[config.mk]
export PLATFORM = sky130hd
export DESIGN_NAME = mux_gate_scheduler_flat
export DESIGN_NICKNAME = d
export VERILOG_FILES = /design/src/rtl/mux_gate_scheduler_if.sv /design/src/rtl/mux_gate_scheduler.sv /design/src/flat_wrapper.sv
export SDC_FILE = /design/constraint.sdc
export NUM_CORES = 1
export LEC_CHECK = 0
export BUFFER_PORTS_ARGS = -buffer_cell sky130_fd_sc_hd__buf_2
export CORE_MARGIN = 2
export CORE_UTILIZATION = 52
export CTS_BUF_LIST = sky130_fd_sc_hd__clkbuf_4
export DETAILED_ROUTE_END_ITERATION = 6
export PLACE_DENSITY_LB_ADDON = 0.1
export SYNTH_ARGS = -nofsm -noshare
export SYNTH_HDL_FRONTEND = slang
export SYNTH_SLANG_ARGS = --single-unit
[constraint.sdc]
create_clock -name clk -period 2.48 [get_ports clk]
set_clock_uncertainty 0.15 [all_clocks]
set_input_delay 0.496 -clock clk [delete_from_list [all_inputs] [get_ports clk]]
set_output_delay 0.496 -clock clk [all_outputs]
set_load 0.02 [all_outputs]
[src/rtl/mux_gate_scheduler_if.sv]
// mux_gate_scheduler_if: request/response bundle between gate requesters and the mux scheduler
interface mux_gate_scheduler_if #(parameter int N_REQ = 4);
  logic [N_REQ-1:0] req_valid, req_ready, req_a, req_b, rsp_valid;
  logic [3*N_REQ-1:0] req_op;
  logic rsp_y, busy;
  modport master (output req_valid, req_op, req_a, req_b, input req_ready, rsp_valid, rsp_y, busy);
  modport slave (input req_valid, req_op, req_a, req_b, output req_ready, rsp_valid, rsp_y, busy);
endinterface

[src/rtl/mux_gate_scheduler.sv]
// mux_gate_scheduler: round-robin time-sharing of one mux2to1 cell for two-input gate evaluations
module mux2to1 (
  input  logic sel,
  input  logic a,
  input  logic b,
  output logic y
);
  assign y = sel ? b : a;
endmodule

module mux_gate_scheduler #(parameter int N_REQ = 4) (
  input logic clk,
  input logic rst,
  mux_gate_scheduler_if.slave bus
);
  localparam int W = $clog2(N_REQ);
  typedef enum logic [1:0] {IDLE, PASS1, PASS2, DONE} state_t;
  state_t state, state_nxt;
  logic [W-1:0] ptr, g, gnt;
  logic gnt_ok;
  logic [2:0] op;
  logic [1:0] code;
  logic a, b, t, m_sel, m_a, m_b, m_y;
  // lowest offset from ptr wins, so scan offsets downward and let the last hit stand
  always_comb begin
    gnt_ok = 1'b0;
    gnt = '0;
    for (int k = N_REQ - 1; k >= 0; k--)
      if (bus.req_valid[(int'(ptr) + k) % N_REQ]) begin
        gnt_ok = 1'b1;
        gnt = W'((int'(ptr) + k) % N_REQ);
      end
  end
  assign bus.req_ready = (state == IDLE && !rst && gnt_ok) ? (N_REQ'(1) << gnt) : '0;
  // NAND/NOR reuse the AND/OR first pass
  assign code = op[2] ? {1'b1, op[0]} : op[1:0];
  always_comb begin
    m_sel = a;
    m_a = 1'b0;
    m_b = 1'b0;
    if (state == PASS1 && op[2:1] == 2'b11) begin
      m_sel = b;
      m_a = 1'b1;
    end else if (state == PASS1) begin
      m_a = code == 2'b11 ? b : code == 2'b01;
      m_b = code == 2'b10 ? b : code != 2'b01;
    end else if (state == PASS2 && !op[1]) begin
      m_sel = t;
      m_a = 1'b1;
    end else if (state == PASS2) begin
      m_a = op[0] ? t : b;
      m_b = op[0] ? b : t;
    end
  end
  mux2to1 u_mux (.sel(m_sel), .a(m_a), .b(m_b), .y(m_y));
  always_comb
    state_nxt = state == IDLE  ? (gnt_ok ? PASS1 : IDLE) :
                state == PASS1 ? (op[2] ? PASS2 : DONE) :
                state == PASS2 ? DONE : IDLE;
  always_ff @(posedge clk)
    if (rst) begin
      state <= IDLE;
      ptr <= '0;
      g <= '0;
      op <= '0;
      a <= 1'b0;
      b <= 1'b0;
      t <= 1'b0;
      bus.rsp_valid <= '0;
      bus.rsp_y <= 1'b0;
      bus.busy <= 1'b0;
    end else begin
      state <= state_nxt;
      bus.busy <= state_nxt != IDLE;
      bus.rsp_valid <= state_nxt == DONE ? (N_REQ'(1) << g) : '0;
      if (state_nxt == DONE) bus.rsp_y <= m_y;
      if (state == PASS1 || state == PASS2) t <= m_y;
      if (state == IDLE && gnt_ok) begin
        g <= gnt;
        op <= bus.req_op[3*gnt +: 3];
        a <= bus.req_a[gnt];
        b <= bus.req_b[gnt];
      end
      if (state == DONE) ptr <= g == W'(N_REQ - 1) ? '0 : g + 1'b1;
    end
endmodule
[src/flat_wrapper.sv]
// flat-port wrapper written by rule: the top's interface ports become plain ports
module mux_gate_scheduler_flat 
#(parameter int N_REQ = 4)
  (clk, rst, bus_req_valid, bus_req_op, bus_req_a, bus_req_b, bus_req_ready, bus_rsp_valid, bus_rsp_y, bus_busy);
  mux_gate_scheduler_if #(.N_REQ(N_REQ)) bus_i ();
  input logic clk;
  input logic rst;
  input wire logic [$bits(bus_i.req_valid)-1:0] bus_req_valid;
  input wire logic [$bits(bus_i.req_op)-1:0] bus_req_op;
  input wire logic [$bits(bus_i.req_a)-1:0] bus_req_a;
  input wire logic [$bits(bus_i.req_b)-1:0] bus_req_b;
  output wire logic [$bits(bus_i.req_ready)-1:0] bus_req_ready;
  output wire logic [$bits(bus_i.rsp_valid)-1:0] bus_rsp_valid;
  output wire logic [$bits(bus_i.rsp_y)-1:0] bus_rsp_y;
  output wire logic [$bits(bus_i.busy)-1:0] bus_busy;
  assign bus_i.req_valid = bus_req_valid;
  assign bus_i.req_op = bus_req_op;
  assign bus_i.req_a = bus_req_a;
  assign bus_i.req_b = bus_req_b;
  assign bus_req_ready = bus_i.req_ready;
  assign bus_rsp_valid = bus_i.rsp_valid;
  assign bus_rsp_y = bus_i.rsp_y;
  assign bus_busy = bus_i.busy;
  mux_gate_scheduler #(.N_REQ(N_REQ)) u_core (.clk(clk), .rst(rst), .bus(bus_i));
endmodule
== Word-level counts from Yosys, hierarchy flattened ==
Index checks and enable logic that the tools add are counted.
Word-level totals
  flip-flop bits (word level): 18
  output and inout bits: 10
  logic and storage cells: 98
Operators by class
  bitwise operators: 4
  magnitude comparators: 5
  multiply operators: 1
  reductions and logical operators: 14
  add/subtract/negate cells: 4
  muxes and demuxes: 47
  shifts and indexed selects: 3
  equality and inequality tests: 10
Operators by type and width (number)
  two-way mux 1 bit: 31
  two-way mux 2 bit: 9
  == test 2 bit (second input constant): 7
  binary-select mux 1 bit (select 2 bit): 6
  less-than comparator 3 x 4 -> 1 bit (second input constant): 3
  variable part select 12 x 5 -> 3 bit: 1
  OR reduction 2 bit: 4
  << shifter 1 x 2 -> 4 bit (first input constant): 2
  less-than comparator 2 x 3 -> 1 bit (second input constant): 2
  logical AND 1 bit: 5
  adder 2 x 1 -> 2 bit (second input constant): 2
  adder 2 bit (second input constant): 2
  == test 2 x 1 -> 1 bit (second input constant): 2
  multiplier 2 x 2 -> 4 bit (first input constant): 1
  two-way mux 4 bit: 1
  bitwise AND 1 bit (first input constant): 3
  zero test 1 bit: 2
  zero test 2 bit: 1
  != test 2 x 1 -> 1 bit (second input constant): 1
  nonzero test 2 bit: 1
  logical OR 1 bit: 1
  NOT 1 bit: 1

== Logic depth before layout (Yosys ltp) ==
Gate-level depths: netlist of run 1.
  depth after elaboration: 15
  mapped depth: 7
  depth with buffers taken out: 7

== Cells and area by module ==
From an unflattened synthesis of run 1, not the netlist that was laid out.
Second synthesis, totals
  cell total of the unflattened synthesis: 129
  area total of the unflattened synthesis: 1123.6 um^2
By module, submodules not included
  mux_gate_scheduler: instances 1, cells each 128, area an instance 1108.6 um^2
  mux2to1: instances 1, cells each 1, area an instance 15.0 um^2

== Least setup slack after synthesis of run 1 ==
Ideal clock, no wire load.
  kind: input to output
  from: input bus_req_valid[2]
  to: output bus_req_ready[3]
  cell stages on the path: 4
  data arrival time: 1.460 ns
  buffers on the path: 0
  slack: 0.374 ns
  cells stage by stage: inv_1 -> o22ai_1 -> a211oi_4 -> and3_1
On the way
  longest elaborated chain between the ends: 9
RTL lines
  from (decl): RTL line flat_wrapper.sv:8  | input wire logic [$bits(bus_i.req_valid)-1:0] bus_req_valid;
  binary-select mux 1 bit (select 2 bit): RTL line mux_gate_scheduler.sv:29  | if (bus.req_valid[(int'(ptr) + k) % N_REQ]) begin
  two-way mux 1 bit (not written as such) (2 in a row): RTL line mux_gate_scheduler.sv:29
  two-way mux 2 bit or two-way mux 1 bit (tied branches) (4 in a row): RTL line mux_gate_scheduler.sv:29
  << shifter 1 x 2 -> 4 bit or logical AND 1 bit (tied branches): RTL line mux_gate_scheduler.sv:34  | assign bus.req_ready = (state == IDLE && !rst && gnt_ok) ? (N_REQ'(1) << gnt) : '0;
  two-way mux 4 bit (*): RTL line mux_gate_scheduler.sv:34
  to (decl): RTL line flat_wrapper.sv:12  | output wire logic [$bits(bus_i.req_ready)-1:0] bus_req_ready;
Mark *: on every way between the ends. The rest lies on a longest branch, timed or not. The select of a mux whose other input is x is not followed.

== Worst setup path in the final report of run 1 ==
  from: register u_core.ptr[0]
  to: output bus_req_ready[2]
On the way
  longest elaborated chain between the ends: 10
RTL lines
  from (decl): RTL line mux_gate_scheduler.sv:19  | logic [W-1:0] ptr, g, gnt;
  from (signal assigned): RTL line mux_gate_scheduler.sv:84  | if (state == DONE) ptr <= g == W'(N_REQ - 1) ? '0 : g + 1'b1;
  adder 2 bit: RTL line mux_gate_scheduler.sv:29, mux_gate_scheduler.sv:31
  binary-select mux 1 bit (select 2 bit): RTL line mux_gate_scheduler.sv:29
  two-way mux 1 bit (not written as such) (2 in a row): RTL line mux_gate_scheduler.sv:29
  two-way mux 2 bit or two-way mux 1 bit (tied branches) (4 in a row): RTL line mux_gate_scheduler.sv:29
  << shifter 1 x 2 -> 4 bit or logical AND 1 bit (tied branches): RTL line mux_gate_scheduler.sv:34
  two-way mux 4 bit (*): RTL line mux_gate_scheduler.sv:34
Marked as above.

==> results.md, run 1 <==
- Status: completed
- Slowest cell on crit path: dfxtp_1
- Number of buffer cells added on primary ports: 35
- Net Sw Frac: 43.2%
- Synth Instances: 122
- GR Util All Layers: 22.6%
- Htree depth: 1
- RSZ-0062 raised after global routing: no
- Layout cells sized above 1: 34.0%
- Number of post-CTS setup repair buffers: 0
- Antenna cell count: 0
- Via/cell ratio: 5.74
- First drt pass iteration count: 5
- CP top delay family: flip-flops
- First-pass GRT wire length: 4.39 mm
- Final RePlAce weighted congestion: 0.771
- Die Ht: 50.3 µm
- Initial core utilization: 55.7%
- DRC violation count after routing: 0
- Routed wire length: 2.58 mm
- WP data required: 1830 ps
- Routed vias: 1084
- Critical path depth: 6
- Max Cap Violations: 0
- Worst vdd ir: 596 µV
- Fmax: 432 MHz
- P_int: 0.745 mW
- Final Setup Violations: 0
- Logic gate share of total power: 53.3%
- Crit. End Element: output port
- Syn nets: 153
- Row Count: 16
- Die area: 2530 µm²
- Antenna violations before repair: 0
- Flop pwr share: 35.7%
- FF-to-FF path depth: 7
- Final min period: 2310 ps
- Final period utilization: 93.2%
- Cts bufs inserted: 3
- Core box area: 2000 µm²
- Syn Std Cell Area: 1120 µm²
- Net Switching: 0.566 mW
- Chip width: 50.3 µm
- Syn avg cell area: 9.15 µm²
- Minimum setup slack among reg-to-reg paths: 480 ps
- WP data arrival: 1670 ps
- Post-DRT Antenna Nets: 0
- CTS sink count: 18
- Avg WL per Cell: 13.6 µm
- Layout net count: 194
- Setup crit start kind: register
- Peak fanout along the critical path: 6
- Most frequent cell after synthesis: dfxtp_1
- Worst skew pair latency: 290 ps
- Worst-margin pin slew: 347 ps
- Final hold vios: 0
- I/O pins: 36
- Leading post-synthesis cells by cell area: dfxtp_1, mux2i_1, nor2_1, ha_1, a221oi_1
- Post-synth top cells: dfxtp_1, nor2_1, inv_1
- Vias in the first global route: 1017
- Library cells used by synthesis: 37
- Worst-path clk slew: 100 ps
- Min-delay worst type: reg2reg
- Ys Warns: 0
- Post-synth top area share: 32.3%
- Worst path bufs/invs: 2
- Synth-to-Final Area Change: 22.6%
- Asr flop ratio synth: 0%
- Worst reg2reg path endpoint: u_core.t
- DP HPWL: 1.99 mm
- Setup_tns: 0 ps
- Pwr dens: 958 nW/µm²
- Clk buf depth: 2
- Relative slew slack: 76.8%
- Leakage Power: 0.622 nW
- Crit path capture: bus_req_ready[2]
- Max-slew violations: 0
- DRT iter0 DRCs: 38
- Leading area contributor after synthesis: dfxtp_1
- #FFs+latches synth: 18
- Main synth FF type: dfxtp_1
- CTS tree: built
- Pin count of the biggest net entering global routing: 15
- Clk pwr share: 11.0%
- WS Path Type: reg2out
- Congestion Overflow GR: 0
- Seq/Total Area, Yosys: 32.3%
- FF-to-FF Start: u_core.state[1]
- CP startpoint: u_core.ptr[0]
- Number of flops mapped to enable cells by yosys: 0
- Critical Path Max Stage Delay: 410 ps
- Hold_ws: 317 ps
- CP cell instances: nand2b_1, a21oi_1, a211oi_4, buf_4, nor2_1, buf_2
- CTS root buffer: clkbuf_4
==> flip-flops by register name, indices dropped and copies added (netlist names) <==
| signal | flops |
|---|---|
| u_core.g | 2 |
| u_core.bus.busy | 1 |
| u_core.bus.rsp_valid | 4 |
| u_core.b | 1 |
| u_core.ptr | 2 |
| u_core.t | 1 |
| u_core.a | 1 |
| u_core.op | 3 |
| u_core.bus.rsp_y | 1 |
| u_core.state | 2 |
==> repair_timing <==
item,in CTS,in global routing
setup endpoints to repair,0,1
hold buffers,0,0
endpoints found under the hold margin,0,0
gates resized for setup,0,3
==> worst min-delay path by stage <==
stage	from	to	slack, ps	depth (start not counted)
after floorplan	u_core.g[1]	u_core.bus.rsp_valid[1]	330	1
final	u_core.bus.rsp_y	u_core.bus.rsp_y	320	2
after CTS	u_core.bus.rsp_y	u_core.bus.rsp_y	320	2
after global routing	bus_req_op[7]	u_core.op[1]	340	3
after detailed placement	u_core.bus.rsp_y	u_core.bus.rsp_y	300	2
after global placement	u_core.bus.rsp_y	u_core.bus.rsp_y	300	2
==> worst min-delay path, cell delays in order (launching register included) <==
cell	delay (ps)
dfxtp_1	320
inv_1	60
a211oi_2	50
==> power by group through the flow <==
stage / clock [mW] / combinational (mW) / sequential (mW)
after floorplan: 0 / 0.510 / 0.471
after global placement: 0 / 0.665 / 0.466
after detailed placement: 0 / 0.679 / 0.473
after CTS: 0.149 / 0.686 / 0.467
after global routing: 0.166 / 0.771 / 0.483
final: 0.144 / 0.699 / 0.469
==> layer usage <==
metal / global-route usage, % / up-vias / routed length (µm)
met1: 27.1 / 508 / 1090
met4: 9.01 / 0 / 66
met3: 5.95 / 8 / 113
li1: - / 541 / -
met2: 38.2 / 27 / 1310
met5: 0 / - / 0
==> logic make-up (layout without fill, tap and decap cells) <==
kind of cell,count (synthesis),in the layout,share of synthesized area [%]
compound gates,37,37,30.2
fa+ha+maj,5,5,5.61
buf+inv,12,52,4.82
flops,18,18,32.3
mux,8,8,7.18
simple gates,42,42,20.0
==> area by class of cell <==
type	count	area [µm²]
inverters	9	33.8
multi-input cells	92	709
repair buffers	39	205
clock inverters	1	3.75
flip-flops and latches	18	360
well taps	27	33.8
fillers	183	633
clock buffers	3	22.5
==> through the flow <==
step                      cell area [µm²]  setup slack, ps  utilization, %  instances  total power [mW]
final                                1370              168            68.4        189              1.31
after global routing                 1370             13.1            68.4        189              1.42
after CTS                            1360             47.3            68.0        189              1.30
after detailed placement             1340              234            66.7        185              1.15
after global placement               1340              273            66.7        185              1.13
after floorplan                      1120              374               -        122             0.981
==> placed cells by master (no fill, tap or decap), types with 2 or more instances in the layout <==
cell type,instances
buf_2,35
dfxtp_1,18
nor2_1,16
inv_1,9
mux2i_1,8
a21oi_1,6
a221oi_1,6
nand2b_1,5
nand2_1,5
o32ai_1,5
ha_1,4
buf_4,4
o22ai_1,3
o21ai_0,3
clkbuf_4,3
nor2b_1,2
and3_1,2
and2_1,2
and3_2,2
a211oi_2,2
nor4b_1,2
Power figures use the tool's default switching activity.
==> run 2: changes to the inputs <==
CORE_UTILIZATION = 49   (was 52)
CTS_BUF_LIST = unset   (was sky130_fd_sc_hd__clkbuf_4)
==> run 2 against run 1 <==
Compared with the run above: cell count unchanged; critical path depth unchanged; global-route usage decreased by 0.46 points; sequential power about the same; via count unchanged; register-to-register slack about the same; clock power decreased by 5%; total power decreased by 0.73%; first-iteration DRC count decreased by 71%; worst hold slack improved by 3.4 ps; wire length increased by 0.19%; flip-flop and latch count unchanged.
==> results.md, run 2 (synthesis results as in run 1) <==
- Pin count of the biggest net entering global routing: 15 (unchanged)
- Chip width: 51.7 µm (+2.8%)
- Die Ht: 51.7 µm (+2.8%)
- Worst skew pair latency: 280 ps (about the same)
- Worst-path clk slew: 90 ps (about the same)
- Max-slew violations: 0 (unchanged)
- Slowest cell on crit path: dfxtp_1
- Status: completed
- DRC violation count after routing: 0 (unchanged)
- P_int: 0.742 mW (-0.39%)
- WS Path Type: reg2out
- First-pass GRT wire length: 4.46 mm (+1.7%)
- Filler instances: 201 (+9.8%)
- Critical Path Max Stage Delay: 520 ps (+110 ps)
- Top reg by flops: u_core.bus.rsp_valid
- Peak fanout along the critical path: 8 (+2)
- DP HPWL: 2.04 mm (+2.3%)
- Fmax: 428 MHz (-0.98%)
- First drt pass iteration count: 4 (-1)
- CTS sink count: 18 (unchanged)
- Worst path most repeated cell: nor2_1
- Routed wire length: 2.58 mm (+0.19%)
- Crit. End Element: output port
- Flop pwr share: 36.1% (+0.4 points)
- Setup_tns: 0 ps (unchanged)
- GR Util All Layers: 22.1% (-0.46 points)
- Min-delay worst type: reg2reg
- Multi-input combinational cell area: 709 µm² (unchanged)
- Routed vias: 1084 (unchanged)
- DRT iter0 DRCs: 11 (-71%)
- Biggest regs: u_core.bus.rsp_valid x4, u_core.op x3
- Synth-to-Final Area Change: 22.4%
- Pwr dens: 953 nW/µm² (-0.55%)
- CP cell instances: nand2_1, a311oi_1, nor2_1, nand2_2, nor2_1, buf_2
- WP data required: 1830 ps (about the same)
- Number of post-CTS setup repair buffers: 0 (unchanged)
- Core box area: 2190 µm² (+9.4%)
- Logic gate share of total power: 53.4% (about the same)
- Clk buf depth: 2 (unchanged)
- Congestion Overflow GR: 0 (unchanged)
- Htree depth: 1 (unchanged)
- Antenna violations before repair: 0 (unchanged)
- Layout net count: 194 (unchanged)
- Vias in the first global route: 1054 (+3.6%)
- Register area: 360 µm² (unchanged)
- Max Cap Violations: 0 (unchanged)
- Via/cell ratio: 5.74 (unchanged)
- Avg WL per Cell: 13.7 µm (+0.19%)
- CTS root buffer: clkbuf_4
- Row Count: 17 (+1)
- Antenna cell count: 0 (unchanged)
- Cts bufs inserted: 3 (unchanged)
- RSZ-0062 raised after global routing: no
- Die area: 2680 µm² (+5.6%)
- Commonest cells after routing, fill and taps aside: buf_2, dfxtp_1, nor2_1, inv_1, mux2i_1
- Initial core utilization: 50.9% (-4.8 points)
- Setup crit start kind: register
- Commonest non-fill, non-tap cell in the layout: buf_2
- Final hold vios: 0 (unchanged)
- Relative slew slack: 74.7% (-2.0 points)
- Worst-margin pin slew: 378 ps (+30.4 ps)
- Hold Buf Count CTS: 0 (unchanged)
- CTS tree: built
- Final Setup Violations: 0 (unchanged)
- Flip-flop count of the largest register after layout: 4 (unchanged)
- Total power: 1.30 mW (-0.73%)
- Net Sw Frac: 43.0% (-0.19 points)
- Leakage Power: 0.620 nW (-0.25%)
- Post-DRT Antenna Nets: 0 (unchanged)
- Net Switching: 0.560 mW (-1.2%)
- I/O pins: 36 (unchanged)
- Layout cells sized above 1: 34.2% (+0.21 points)
- WP data arrival: 1690 ps (+20 ps)
- Clk pwr share: 10.5% (-0.5 points)
- Final period utilization: 94.2% (+0.92 points)
- Final min period: 2340 ps (+22.9 ps)
- Final RePlAce weighted congestion: 0.817 (+5.9%)
- Number of buffer cells added on primary ports: 35 (unchanged)
- Worst vdd ir: 536 µV (-10%)
[run 2: cell types whose count changed in the layout (fill, tap and decap cells not counted)]
cell / before / now
clkinv_1: 1 / 0
[run 2: final cells by class]
class	count	share of cell area [%]
Tap cell	28	2.56
Inverter	9	2.47
Timing Repair Buffer	39	15.0
Clock buffer	3	1.65
Multi-Input combinational cell	92	51.9
Sequential cell	18	26.4
[run 2: repair_timing]
action                                  CTS  global route
resized for setup                         0             3
endpoints found under the hold margin     0             0
endpoints found under the setup margin    0             2
[run 2: critical path: cells and delay by family, from the launching register on]
kind	cells	cell delay, ps
DFF	1	520
buffers and inverters	1	160
and+or+nand+nor	4	450
AOI/OAI and AO/OA	1	290
[run 2: worst paths after layout]
check | from | endpoint | slack, ps | cells after the start
max | u_core.ptr[1] | bus_req_ready[2] | 140 | 6
min | u_core.bus.rsp_y | u_core.bus.rsp_y | 320 | 2
max reg2reg | u_core.state[1] | u_core.t | 480 | 7
min reg2reg | u_core.bus.rsp_y | u_core.bus.rsp_y | 320 | 2
[run 2: layer usage]
metal	vias up	part of all wire [%]	GRT usage (%)
met4	0	1.0	8.33
met2	24	51	38.2
li1	540	-	-
met5	-	0	0
met3	2	3.3	3.45
met1	518	45	27.5
[run 2: power groups by stage]
stage	combinational [mW]	clock [mW]	sequential [mW]
after floorplan	0.510	0	0.471
after global placement	0.673	0	0.469
after detailed placement	0.683	0	0.475
after CTS	0.688	0.139	0.468
after global routing	0.789	0.150	0.483
final	0.695	0.137	0.470
[run 2: through the flow]
stage / hold WS (ps) / utilization, % / cells / setup slack (ps) / cell area [µm²]
detailed placement: 318 / 61.0 / 186 / 232 / 1340
global route: 341 / 62.4 / 189 / 34.8 / 1370
global placement: 299 / 61.0 / 186 / 311 / 1340
floorplan: 327 / - / 122 / 374 / 1120
CTS: 332 / 62.0 / 189 / 23.7 / 1360
finish: 321 / 62.4 / 189 / 145 / 1370
==> run 3: changes to the inputs <==
CORE_UTILIZATION = 50   (was 49)
SYNTH_HIERARCHICAL = 1   (was unset)
==> run 3 against run 2 <==
Compared with the run above: flip-flop and latch count unchanged; worst hold slack better by 29 ps; synthesized cell count rose by 5.7%; critical path type unchanged.
==> results.md, run 3 <==
- Final RePlAce weighted congestion: 0.792 (-3.0%)
- Final period utilization: 95.1% (+0.92 points)
- Setup crit start kind: register
- I/O pins: 36 (unchanged)
- Number of buffer cells added on primary ports: 35 (unchanged)
- Post-DRT Antenna Nets: 0 (unchanged)
- Top reg by flops: u_core/bus.rsp_valid
- Layout net count: 197 (+1.5%)
- Layout Utilization: 63.3% (+0.90 points)
- Avg WL per Cell: 13.6 µm (-0.63%)
- Mux share of post-synthesis cell area: 6.68% (-0.49 points)
- Syn Std Cell Area: 1120 µm² (+0.67%)
- DP HPWL: 1.99 mm (-2.6%)
- Ys Warns: 6 (+6)
- Number of flops mapped to enable cells by yosys: 0 (unchanged)
- Antenna violations before repair: 0 (unchanged)
- Final min period: 2360 ps (+22.9 ps)
- Placed Cells: 189 (+1.6%)
- CTS root buffer: clkbuf_4
- Pin count of the biggest net entering global routing: 19 (+4)
- DRC violation count after routing: 0 (unchanged)
- Commonest cells after routing, fill and taps aside: buf_2, dfxtp_1, nor2_1, inv_1
- Largest family of logic cells by synthesized area: compound AO/OA/AOI/OAI gates
- Cts bufs inserted: 3 (unchanged)
- Leading post-synthesis cells by cell area: dfxtp_1, ha_1, mux2i_1, a211oi_1, a2111oi_0
- Peak fanout along the critical path: 6 (-2)
- Multi-input combinational cell area: 712 µm² (+0.35%)
- Simple-gate share of the synthesized area: 20.5% (+0.53 points)
- Worst-margin pin slew: 557 ps (+179 ps)
- First-pass GRT wire length: 4.34 mm (-2.8%)
- Most frequent cell after synthesis: dfxtp_1
- Row Count: 17 (unchanged)
- CTS tree: built
- Final hold vios: 0 (unchanged)
- Status: completed
- Register area: 362 µm² (+0.35%)
- Syn nets: 160 (+4.6%)
- Setup_tns: 0 ps (unchanged)
- Total power: 1.26 mW (-3.1%)
- Filler instances: 201 (unchanged)
- Fmax: 424 MHz (-0.97%)
- Post-Synth XOR/XNOR Area: 0% (unchanged)
- Compound-Gate Fraction of Synth Area: 29.1% (-1.1 points)
- Routed wire length: 2.62 mm (+1.5%)
- Congestion Overflow GR: 0 (unchanged)
- Hold_ws: 350 ps (+29.2 ps)
- WP data required: 1830 ps (about the same)
- Crit. End Element: output port
- Hold Buf Count CTS: 0 (unchanged)
- Critical Path Max Stage Delay: 390 ps (-130 ps)
- Worst skew pair latency: 280 ps (about the same)
- Worst path most repeated cell: and2_1
- Pwr dens: 920 nW/µm² (-3.5%)
- CP cell instances: and2_1, o221ai_1, and2_1, nand2b_1, nor3_1, buf_2
- Max-slew violations: 0 (unchanged)
- Min-delay worst type: reg2reg
- Library cells used by synthesis: 39 (+5.4%)
- Die area: 2640 µm² (-1.2%)
- Max Cap Violations: 0 (unchanged)
- Core box area: 2170 µm² (-0.97%)
- Asr flop ratio synth: 0% (unchanged)
- First drt pass iteration count: 4 (unchanged)
- Worst path bufs/invs: 1 (unchanged)
- CP top delay family: simple AND/OR/NAND/NOR gates
- Flip-flop count of the largest register after layout: 4 (unchanged)
- DRT iter0 DRCs: 16 (+5)
- Worst vdd ir: 576 µV (+7.5%)
- #FFs+latches synth: 18 (unchanged)
- Commonest non-fill, non-tap cell in the layout: buf_2
- WP data arrival: 1710 ps (+20 ps)
- Leakage Power: 0.596 nW (-3.8%)
- Antenna cell count: 0 (unchanged)
- Synth Instances: 129 (+5.7%)
- Adder-Cell Fraction of Synth Area: 5.57% (-0.037 points)
- Non-Filler Instances: 193 (+2.1%)
- Leading area contributor after synthesis: dfxtp_1
- Final Setup Violations: 0 (unchanged)
- Htree depth: 1 (unchanged)
- Post-synth top cells: dfxtp_1, nor2_1, inv_1
- Seq/Total Area, Yosys: 32.1% (-0.22 points)
- Worst-path clk slew: 100 ps (about the same)
- CTS sink count: 18 (unchanged)
- Vias in the first global route: 1027 (-2.6%)
- Clk buf depth: 2 (unchanged)
- Layout cells sized above 1: 32.1% (-2.0 points)
- Synth-to-Final Area Change: 22.2%
- Relative slew slack: 61.9% (-13 points)
- Chip width: 51.4 µm (-0.62%)
- Syn avg cell area: 8.71 µm² (-4.8%)
- Die Ht: 51.4 µm (-0.62%)
- Post-synth top area share: 32.1% (-0.22 points)
- Initial core utilization: 51.8% (+0.85 points)
- WS Path Type: reg2out
- Biggest regs: u_core/bus.rsp_valid x4, u_core/op x3
- Slowest cell on crit path: dfxtp_2
- Routed vias: 1095 (+1.0%)
- Via/cell ratio: 5.67 (-1.1%)
- GR Util All Layers: 21.7% (-0.37 points)
- Main synth FF type: dfxtp_1
## run 3: worst min-delay path, delay by kind of cell, from the launching register on
family / cells / cell delay [ps]
flops: 1 / 320
compound gates: 2 / 140
## run 3: area by class of cell
class                           count  share of cell area, %
Clock buffer                        4                   2.64
Sequential cell                    18                   26.3
Timing Repair Buffer               38                   14.4
Inverter                            8                   2.19
Multi-Input combinational cell     97                   51.9
Tap cell                           28                   2.55
## run 3: power by group
part	switching, mW	internal [mW]	leakage, nW
clock network	0.0852	0.0894	0.0210
logic	0.369	0.272	0.427
registers	0.0790	0.368	0.148
## run 3: metrics by stage
step                cell area (µm²)  setup slack (ps)
floorplan                      1120               197
global placement               1320               188
detailed placement             1320               146
CTS                            1350              78.6
global route                   1370             -14.1
finish                         1370               122
## run 3: worst paths after layout
check | endpoint | cells after the start | start | slack (ps)
min | u_core/bus.rsp_y | 2 | u_core/bus.rsp_y | 350
min reg2reg | u_core/bus.rsp_y | 2 | u_core/bus.rsp_y | 350
max | bus_req_ready[0] | 6 | u_core/ptr[1] | 120
max reg2reg | u_core/t | 9 | u_core/state[1] | 230
## run 3: cells by family after synthesis
| group | Yosys count |
|---|---|
| buffers and inverters | 14 |
| AOI/OAI and AO/OA | 42 |
| muxes | 7 |
| and+or+nand+nor | 43 |
| DFF | 18 |
| adders and majority gates | 5 |
## run 3: layer usage
layer,GRT usage [%],vias up,wire length [µm]
met5,0,-,0
met4,7.89,0,21
met3,2.63,2,124
met2,37.8,38,1280
met1,27.2,500,1200
li1,-,555,-
## run 3: what timing repair did
action	in CTS	in global routing
endpoints found under the hold margin	0	0
setup buffers	0	0
setup endpoints to repair	0	6
resized for setup	0	5
